## config.mk

```make
export PLATFORM = sky130hd
export DESIGN_NAME = phase_timer_bank_flat
export DESIGN_NICKNAME = d
export VERILOG_FILES = /design/src/rtl/phase_timer_bank_pkg.sv /design/src/rtl/phase_timer_bank_if.sv /design/src/rtl/phase_timer_ch.sv /design/src/rtl/phase_timer_bank.sv /design/src/flat_wrapper.sv
export SDC_FILE = /design/constraint.sdc
export NUM_CORES = 1
export LEC_CHECK = 0
export BUFFER_PORTS_ARGS = -buffer_cell sky130_fd_sc_hd__buf_4
export CAP_MARGIN = 5
export CELL_PAD_IN_SITES_DETAIL_PLACEMENT = 0
export CELL_PAD_IN_SITES_GLOBAL_PLACEMENT = 1
export CORE_MARGIN = 2
export CORE_UTILIZATION = 35
export CTS_BUF_LIST = sky130_fd_sc_hd__clkbuf_8 sky130_fd_sc_hd__clkbuf_16
export CTS_CLUSTER_DIAMETER = 30
export DETAILED_ROUTE_END_ITERATION = 8
export PLACE_DENSITY_LB_ADDON = 0.15
export SLEW_MARGIN = 20
export SYNTH_ARGS = -nofsm -noshare
export SYNTH_HDL_FRONTEND = slang
export SYNTH_HIERARCHICAL = 1
export SYNTH_SLANG_ARGS = --single-unit
```

## constraint.sdc

```tcl
create_clock -name clk -period 5 [get_ports clk]
set_input_delay 0.5 -clock clk [delete_from_list [all_inputs] [get_ports clk]]
set_output_delay 0.5 -clock clk [all_outputs]
set_load 0.05 [all_outputs]
```

## src/rtl/phase_timer_bank_pkg.sv

```systemverilog
// Shared constants and channel FSM encoding for the phase timer bank.
package phase_timer_bank_pkg;
  localparam int NUM_CH_DEF = 4;
  localparam int CNT_W_DEF  = 32;

  typedef enum logic [1:0] {
    ST_IDLE    = 2'd0,
    ST_RUN     = 2'd1,
    ST_HOLD    = 2'd2,
    ST_EXPIRED = 2'd3
  } ch_state_e;
endpackage

```

## src/rtl/phase_timer_bank_if.sv

```systemverilog
// Control/status bundle between a traffic controller and the phase timer bank.
interface phase_timer_bank_if import phase_timer_bank_pkg::*; #(
  parameter int NUM_CH = NUM_CH_DEF,
  parameter int CNT_W  = CNT_W_DEF
);
  logic [NUM_CH-1:0]       ch_active;
  logic [NUM_CH*CNT_W-1:0] duration_flat;
  logic                    pause;
  logic [NUM_CH-1:0]       restart;
  logic [NUM_CH-1:0]       done;
  logic [NUM_CH-1:0]       expired;
  logic [NUM_CH-1:0]       busy;
  logic [NUM_CH*CNT_W-1:0] remaining_flat;

  modport master (
    output ch_active, duration_flat, pause, restart,
    input  done, expired, busy, remaining_flat
  );
  modport slave (
    input  ch_active, duration_flat, pause, restart,
    output done, expired, busy, remaining_flat
  );
endinterface

```

## src/rtl/phase_timer_ch.sv

```systemverilog
// One phase timer channel: edge-triggered entry, pausable count, one-shot done.
module phase_timer_ch import phase_timer_bank_pkg::*; #(
  parameter int CNT_W = CNT_W_DEF
) (
  input  logic             clk,
  input  logic             reset_n,
  input  logic             i_active,
  input  logic [CNT_W-1:0] i_dur,
  input  logic             i_pause,
  input  logic             i_restart,
  output logic             o_done,
  output logic             o_expired,
  output logic             o_busy,
  output logic [CNT_W-1:0] o_remaining
);
  ch_state_e        r_state;
  logic [CNT_W-1:0] r_cnt;
  logic [CNT_W-1:0] r_dur;
  logic             r_prev_active;
  logic             r_done;
  logic             r_expired;

  logic             w_entry;
  logic             w_terminal;
  logic [CNT_W-1:0] w_dur_lat;

  assign w_entry    = i_active & (~r_prev_active | i_restart);
  assign w_terminal = (r_cnt == r_dur - CNT_W'(1));
  assign w_dur_lat  = (i_dur == '0) ? CNT_W'(1) : i_dur;

  // HOLD resumes with a live count step on the first unpaused cycle, so each
  // paused cycle costs exactly one cycle of delay.
  always_ff @(posedge clk or negedge reset_n) begin
    if (!reset_n) begin
      r_state       <= ST_IDLE;
      r_cnt         <= '0;
      r_dur         <= '0;
      r_prev_active <= 1'b0;
      r_done        <= 1'b0;
      r_expired     <= 1'b0;
    end else begin
      r_prev_active <= i_active;
      r_done        <= 1'b0;
      if (!i_active) begin
        r_state   <= ST_IDLE;
        r_expired <= 1'b0;
      end else if (w_entry) begin
        r_cnt     <= '0;
        r_dur     <= w_dur_lat;
        r_expired <= 1'b0;
        r_state   <= i_pause ? ST_HOLD : ST_RUN;
      end else begin
        case (r_state)
          ST_RUN, ST_HOLD: begin
            if (i_pause) begin
              r_state <= ST_HOLD;
            end else if (w_terminal) begin
              r_state   <= ST_EXPIRED;
              r_done    <= 1'b1;
              r_expired <= 1'b1;
            end else begin
              r_state <= ST_RUN;
              r_cnt   <= r_cnt + CNT_W'(1);
            end
          end
          default: r_state <= r_state;
        endcase
      end
    end
  end

  assign o_done      = r_done;
  assign o_expired   = r_expired;
  assign o_busy      = (r_state == ST_RUN) || (r_state == ST_HOLD);
  assign o_remaining = o_busy ? (r_dur - CNT_W'(1) - r_cnt) : '0;
endmodule

```

## src/rtl/phase_timer_bank.sv

```systemverilog
// Bank of independent phase timers; top level only fans the bus out to channels.
module phase_timer_bank import phase_timer_bank_pkg::*; #(
  parameter int NUM_CH = NUM_CH_DEF,
  parameter int CNT_W  = CNT_W_DEF
) (
  input logic               clk,
  input logic               reset_n,
  phase_timer_bank_if.slave bus
);
  logic [NUM_CH-1:0][CNT_W-1:0] w_dur;
  logic [NUM_CH-1:0][CNT_W-1:0] w_rem;
  logic [NUM_CH-1:0]            w_done;
  logic [NUM_CH-1:0]            w_expired;
  logic [NUM_CH-1:0]            w_busy;

  assign w_dur = bus.duration_flat;

  for (genvar g = 0; g < NUM_CH; g++) begin : g_ch
    phase_timer_ch #(.CNT_W(CNT_W)) u_ch (
      .clk         (clk),
      .reset_n     (reset_n),
      .i_active    (bus.ch_active[g]),
      .i_dur       (w_dur[g]),
      .i_pause     (bus.pause),
      .i_restart   (bus.restart[g]),
      .o_done      (w_done[g]),
      .o_expired   (w_expired[g]),
      .o_busy      (w_busy[g]),
      .o_remaining (w_rem[g])
    );
  end

  assign bus.done           = w_done;
  assign bus.expired        = w_expired;
  assign bus.busy           = w_busy;
  assign bus.remaining_flat = w_rem;
endmodule

```

## src/flat_wrapper.sv

```systemverilog
// flat-port wrapper written by rule: the top's interface ports become plain ports
module phase_timer_bank_flat import phase_timer_bank_pkg::*;
#(
  parameter int NUM_CH = NUM_CH_DEF,
  parameter int CNT_W  = CNT_W_DEF
)
  (clk, reset_n, bus_ch_active, bus_duration_flat, bus_pause, bus_restart, bus_done, bus_expired, bus_busy, bus_remaining_flat);
  phase_timer_bank_if #(.NUM_CH(NUM_CH), .CNT_W(CNT_W)) bus_i ();
  input logic clk;
  input logic reset_n;
  input wire logic [$bits(bus_i.ch_active)-1:0] bus_ch_active;
  input wire logic [$bits(bus_i.duration_flat)-1:0] bus_duration_flat;
  input wire logic [$bits(bus_i.pause)-1:0] bus_pause;
  input wire logic [$bits(bus_i.restart)-1:0] bus_restart;
  output wire logic [$bits(bus_i.done)-1:0] bus_done;
  output wire logic [$bits(bus_i.expired)-1:0] bus_expired;
  output wire logic [$bits(bus_i.busy)-1:0] bus_busy;
  output wire logic [$bits(bus_i.remaining_flat)-1:0] bus_remaining_flat;
  assign bus_i.ch_active = bus_ch_active;
  assign bus_i.duration_flat = bus_duration_flat;
  assign bus_i.pause = bus_pause;
  assign bus_i.restart = bus_restart;
  assign bus_done = bus_i.done;
  assign bus_expired = bus_i.expired;
  assign bus_busy = bus_i.busy;
  assign bus_remaining_flat = bus_i.remaining_flat;
  phase_timer_bank #(.NUM_CH(NUM_CH), .CNT_W(CNT_W)) u_core (.clk(clk), .reset_n(reset_n), .bus(bus_i));
endmodule
```

### Word-level counts from Yosys, hierarchy flattened

Index checks and enable logic that the tools add are counted.

* bits in registers: 276
* input port bits: 139
* word-level logic and storage cells: 193

* add/subtract/negate cells: 12
* equality and inequality tests: 32
* mux-type cells: 85
* bitwise logic cells: 12
* reduce and logical (&&, ||, !) cells: 28

Operators with widths (number)
* two-way mux 32 bit: 24
* adder 32 x 1 -> 32 bit, second input constant: 4
* == test 32 bit: 4
* logical NOT 32 bit: 4
* subtractor 32 x 1 -> 32 bit, second input constant: 4
* subtractor 32 bit: 4
* two-way mux 2 bit: 21
* two-way mux 1 bit: 40
* inequality test 3 x 1 -> 1 bit, second input constant: 8
* AND reduction 4 bit: 4
* inequality test 3 x 2 -> 1 bit, second input constant: 4
* AND reduction 3 bit: 4
* == test 2 x 1 -> 1 bit, second input constant: 4
* == test 2 bit, second input constant: 4
* inequality test 2 x 1 -> 1 bit, second input constant: 4
* inequality test 2 bit, second input constant: 4
* AND reduction 2 bit: 4
* nonzero test 2 bit: 4
* OR reduction 2 bit: 4
* AND 1 bit: 4
* logical OR 1 bit: 4
* NOT 1 bit: 4
* bitwise OR 1 bit: 4

### Longest topological paths before layout

* word-level depth: 7
* depth in mapped cells: 21
* mapped depth without buffers: 18

### Hierarchy

Netlist, hierarchy kept.

By module, submodules not included
* phase_timer_ch at u_core.g_ch[0].u_ch ...: instances 2, cells each 735, area an instance 5726.7 um2, sequential area each 1726.7 um2
* phase_timer_ch at u_core.g_ch[3].u_ch: instances 1, cells each 748, area an instance 5669.2 um2, sequential area each 1726.7 um2
* phase_timer_ch at u_core.g_ch[2].u_ch: instances 1, cells each 726, area an instance 5545.3 um2, sequential area each 1726.7 um2

### Worst setup path after synthesis

OpenSTA, ideal clock, no wires.

* path type: register to output
* from: register u_core.g_ch[2].u_ch.r_dur[3]
* to: output bus_remaining_flat[95]
* arrival time: 4.824 ns
* slack: -0.324 ns
* cell stages (with the launch flop): 15
* buffers on the path: 0
* cell sequence: dfrtp_1 -> nor3_1 -> nand2_1 -> nor3_1 -> nand2_1 -> nor3_1 -> xor2_1 -> ha_1 -> a21o_1 -> nor3_1 -> o21ai_0 -> a221o_1 -> o211ai_1 -> o21bai_1 -> o311ai_0

* word-level cells in the longest chain between the ends: 3

Ends and longest elaborated chain
* start, declared: line phase_timer_ch.sv:18 `logic [CNT_W-1:0] r_dur;`
* start signal, assigned: line phase_timer_ch.sv:49 `r_dur <= w_dur_lat;`
* subtractor 32 x 1 -> 32 bit: line phase_timer_ch.sv:75 `assign o_remaining = o_busy ? (r_dur - CNT_W'(1) - r_cnt) : '0;`
* subtractor 32 bit: line phase_timer_ch.sv:75
* two-way mux 32 bit: line phase_timer_ch.sv:75
* end, declared: line flat_wrapper.sv:18 `output wire logic [$bits(bus_i.remaining_flat)-1:0] bus_remaining_flat;`

Every way passes these cells.

### Final worst setup path

* from: register u_core.g_ch[3].u_ch.r_dur[9]
* to: output bus_remaining_flat[127]

* word-level cells in the longest chain between the ends: 3

Ends and longest elaborated chain (line)
* start, declared: phase_timer_ch.sv:18
* start signal, assigned: phase_timer_ch.sv:49
* subtractor 32 x 1 -> 32 bit: phase_timer_ch.sv:75
* subtractor 32 bit: phase_timer_ch.sv:75
* two-way mux 32 bit: phase_timer_ch.sv:75

Every way passes these cells.

==> metrics <==
Die X=258.5 um; worst hold slack after final layout=-0.09416 ns; TritonCTS clock tree=yes; vertical extent of the die=around 260 um; timing startpoint of the critical path=u_core/g_ch[3].u_ch/r_dur[9]; post-synth top area share=0.3047; leakage power figure=13.83 nW; post-detail-place hpwl=~57000 um; multiplexer share of the synthesized area=0.005078; unrepaired setup endpoints after global routing=true; GRT overflow=0; setup_tns=-1.536 ns; Warnings, synthesis=6; port bufs=around 280; Cell Pwr Density=385.7 nW/um^2; most frequent cell on the critical path=sky130_fd_sc_hd__or3_4; Synth Area in Compound Gates=0.1326; layout-stage area growth over the synthesis result=38.70%; register-to-register setup slack=0.36 ns; arrival time at the worst endpoint=4.73 ns; cells along the critical path=or3_4 -> or3_4 -> or4_4 -> nor3_4 -> nand2b_1 -> xnor2_1 -> ha_1 -> a21oi_2 -> nor2_1 -> a211o_1 -> a21o_1 -> a21oi_2 -> o21ai_2 -> or3_4 -> a21oi_4 -> buf_8; routed wl met3=2778 um; first-pass GRT wire length=approximately 120000 um; worst path buffer plus inverter count=1; residual DRC count=0; post-layout min period=around 5.2 ns; Final Max Tran Viols=0; Post-Route Skew=0.01909 ns; Starting DRT DRC Count=1312; R2R Path End=u_core/g_ch[3].u_ch/r_cnt[18]; Starting Density=0.3529; total nets after synthesis=3219; slew at the pin with the worst max-slew slack=1.108 ns; aggregate global-route resource usage=0.2230; Core Util, Final=0.4895; share of cells above drive strength 1=0.2638; max-capacitance violation count=0; combinational family with the most area after synthesis=simple AND/OR/NAND/NOR gates; dominant delay contributor by cell family on the critical path=simple AND/OR/NAND/NOR gates; total detailed-routing wirelength=about 77000 um; EDFF count, synth=0; average wire length per cell after detail routing=18.01 um; final number of hold-violating endpoints=36; hold_buf cts=0; kind of critical path=flip-flop to output port; post-synthesis share of cell area spent on full adders, half adders and majority gates=0.07639; Power Total=12.13 mW; total number of clock tree sinks=between 200 and 300; post-synthesis register bit count=276; depth of the worst register-to-register path=17; run status=finished, violations left; leading cell types by total area after synthesis=sky130_fd_sc_hd__dfrtp_1 (30%), sky130_fd_sc_hd__nand2_1 (8.9%), sky130_fd_sc_hd__ha_1 (7.3%), sky130_fd_sc_hd__xnor2_1 (6.8%), sky130_fd_sc_hd__nor2_1 (5.5%); first drt pass iteration count=5; Post-Synth Simple-Gate Area=0.3161; crit path max-delay cell type=sky130_fd_sc_hd__or4_4; failing checks=hold timing, setup timing; antenna-violating nets left=0; Critical Path End Type=output port; clock insertion delay at the later pin of the skew report=0.61 ns; H-tree depth=3; vias in the first global route=22300; uppermost layer routed=met4; leading cell type in the layout, fill and taps excluded=sky130_fd_sc_hd__nand2_1; Tcrit/Tclk final=1.046; flip-flop cell with the highest count after synthesis=sky130_fd_sc_hd__dfrtp_1; clock slew at the register clock pins of the worst setup and hold paths=roughly 0.040 ns; total length of routed met2 wires=37110 um; sequential fraction of the synthesis area=0.3047; Worst Hold Class=input port to async pin; number of nets in the final layout=3623; leading cell types in the layout, fill and taps excluded=sky130_fd_sc_hd__nand2_1 (524), sky130_fd_sc_hd__buf_4 (384), sky130_fd_sc_hd__nor2_1 (317), sky130_fd_sc_hd__dfrtp_1 (266), sky130_fd_sc_hd__xnor2_1 (166); summed instance area of the synthesized netlist=22670 sq um; final cell area excluding filler cells=approximately 31000 sq um; Via density=5.234; asr flop ratio synth=1.000; placeable core region=between 60000 and 70000 sq um; PnR worst setup slack=-0.2300 ns; FP Rows=93; initial antenna violation count=0; most area-hungry cell type in the Yosys netlist=sky130_fd_sc_hd__dfrtp_1; number of standard cells after synthesis=2944; mean post-synth cell area=7.700 sq um; clock buffer depth=3; CTS Buf Count=83; achievable clock frequency=191.2 MHz; tightest slew margin relative to the limit=0.2615; delay of the slowest cell on the worst path=0.47 ns; XOR/XNOR share of the synthesized area=0.1178; die area=about 67000 sq um; R2R Path Start=u_core/g_ch[3].u_ch/r_dur[9]; number of I/O pins=around 280; number of vias after detailed routing=22360; CTS root buffer=sky130_fd_sc_hd__clkbuf_16; Post-DP Area=25940 sq um; number of distinct library cells after synthesis=72; routed metal-1 wirelength=35160 um; largest voltage drop on the vdd net=290.7 uV; crit path launch type=flip-flop; setup-violating endpoint count in the final report=15; required arrival time at the worst endpoint=4.50 ns; largest net degree at the start of global routing=147; final weighted congestion in routability-driven placement=0.8992; crit path max fanout=4
-- sequential cells by signal, indices dropped and copies added, names as in the netlist --
| signal | flops |
|---|---|
| u_core/g_ch.u_ch/o_done | 4 |
| u_core/g_ch.u_ch/o_expired | 4 |
| u_core/g_ch.u_ch/r_cnt | 128 |
| u_core/g_ch.u_ch/r_dur | 128 |
| u_core/g_ch.u_ch/r_prev_active | 4 |
| u_core/g_ch.u_ch/r_state | 8 |
-- per-stage QoR --
step / worst slack, ns / cells
after floorplan: 0.01973 / 2944
after global placement: 0.1167 / 4022
after detailed placement: 0.06293 / 4022
after CTS: -0.2974 / 4216
after global routing: -0.5067 / 4271
final: -0.2300 / 4272
-- layout make-up --
| cell class | instances | area [sq um] |
|---|---|---|
| Clock buffer | 107 | 2407 |
| Inverter | 160 | 600.6 |
| Multi-Input combinational cell | 2392 | 16370 |
| Clock inverter | 46 | 555.5 |
| Antenna cell | 1 | 2.502 |
| Tap cell | 855 | 1070 |
| Timing Repair Buffer | 435 | 3516 |
| Fill cell | 6362 | 32790 |
| Sequential cell | 276 | 6919 |
-- cell families (layout without fill, tap and decap cells) --
family / count (synthesis) / after routing
AO/OA/AOI/OAI: 475 / 475
other: 0 / 1
flip-flops: 276 / 276
multiplexers: 11 / 11
AND/OR/NAND/NOR: 1465 / 1465
buffers and inverters: 276 / 748
XOR/XNOR: 305 / 305
adder cells (fa/ha/maj): 136 / 136
-- cells in the mapped netlist (all sizes together), types with 99 or more instances --
cell type,instances
nor4,103
clkbuf,101
o21ai,99
nor2,334
ha,132
inv,160
xor2,129
nand2,537
a21oi,150
xnor2,176
dfrtp,276
nor3,101
-- report_power, final --
part / switching (mW) / internal, mW
combinational: 2.53 / 1.58
sequential: 0.198 / 2.38
clock: 1.57 / 3.87
-- worst max-delay path by stage --
stage | endpoint | slack (ns) | cells after the start
6_report | bus_remaining_flat[127] | -0.23 | 16
2_1_floorplan | bus_remaining_flat[119] | 0.02 | 14
4_1_cts | bus_remaining_flat[126] | -0.30 | 18
3_3_place_gp | bus_remaining_flat[63] | 0.12 | 16
3_5_place_dp | bus_remaining_flat[126] | 0.06 | 18
5_1_grt | bus_remaining_flat[124] | -0.51 | 19
-- repair_timing --
action,CTS,global route
resized for setup,184,220
buffers inserted,41,55
pin swaps,72,136
endpoints found under the setup margin,48,49
-- metal layers --
layer	vias to the layer above	track usage
met2	411	0.3753
met5	-	0
met1	10780	0.2991
li1	11060	-
met3	109	0.03032
met4	0	0.06214
Power figures use the tool's default switching activity.
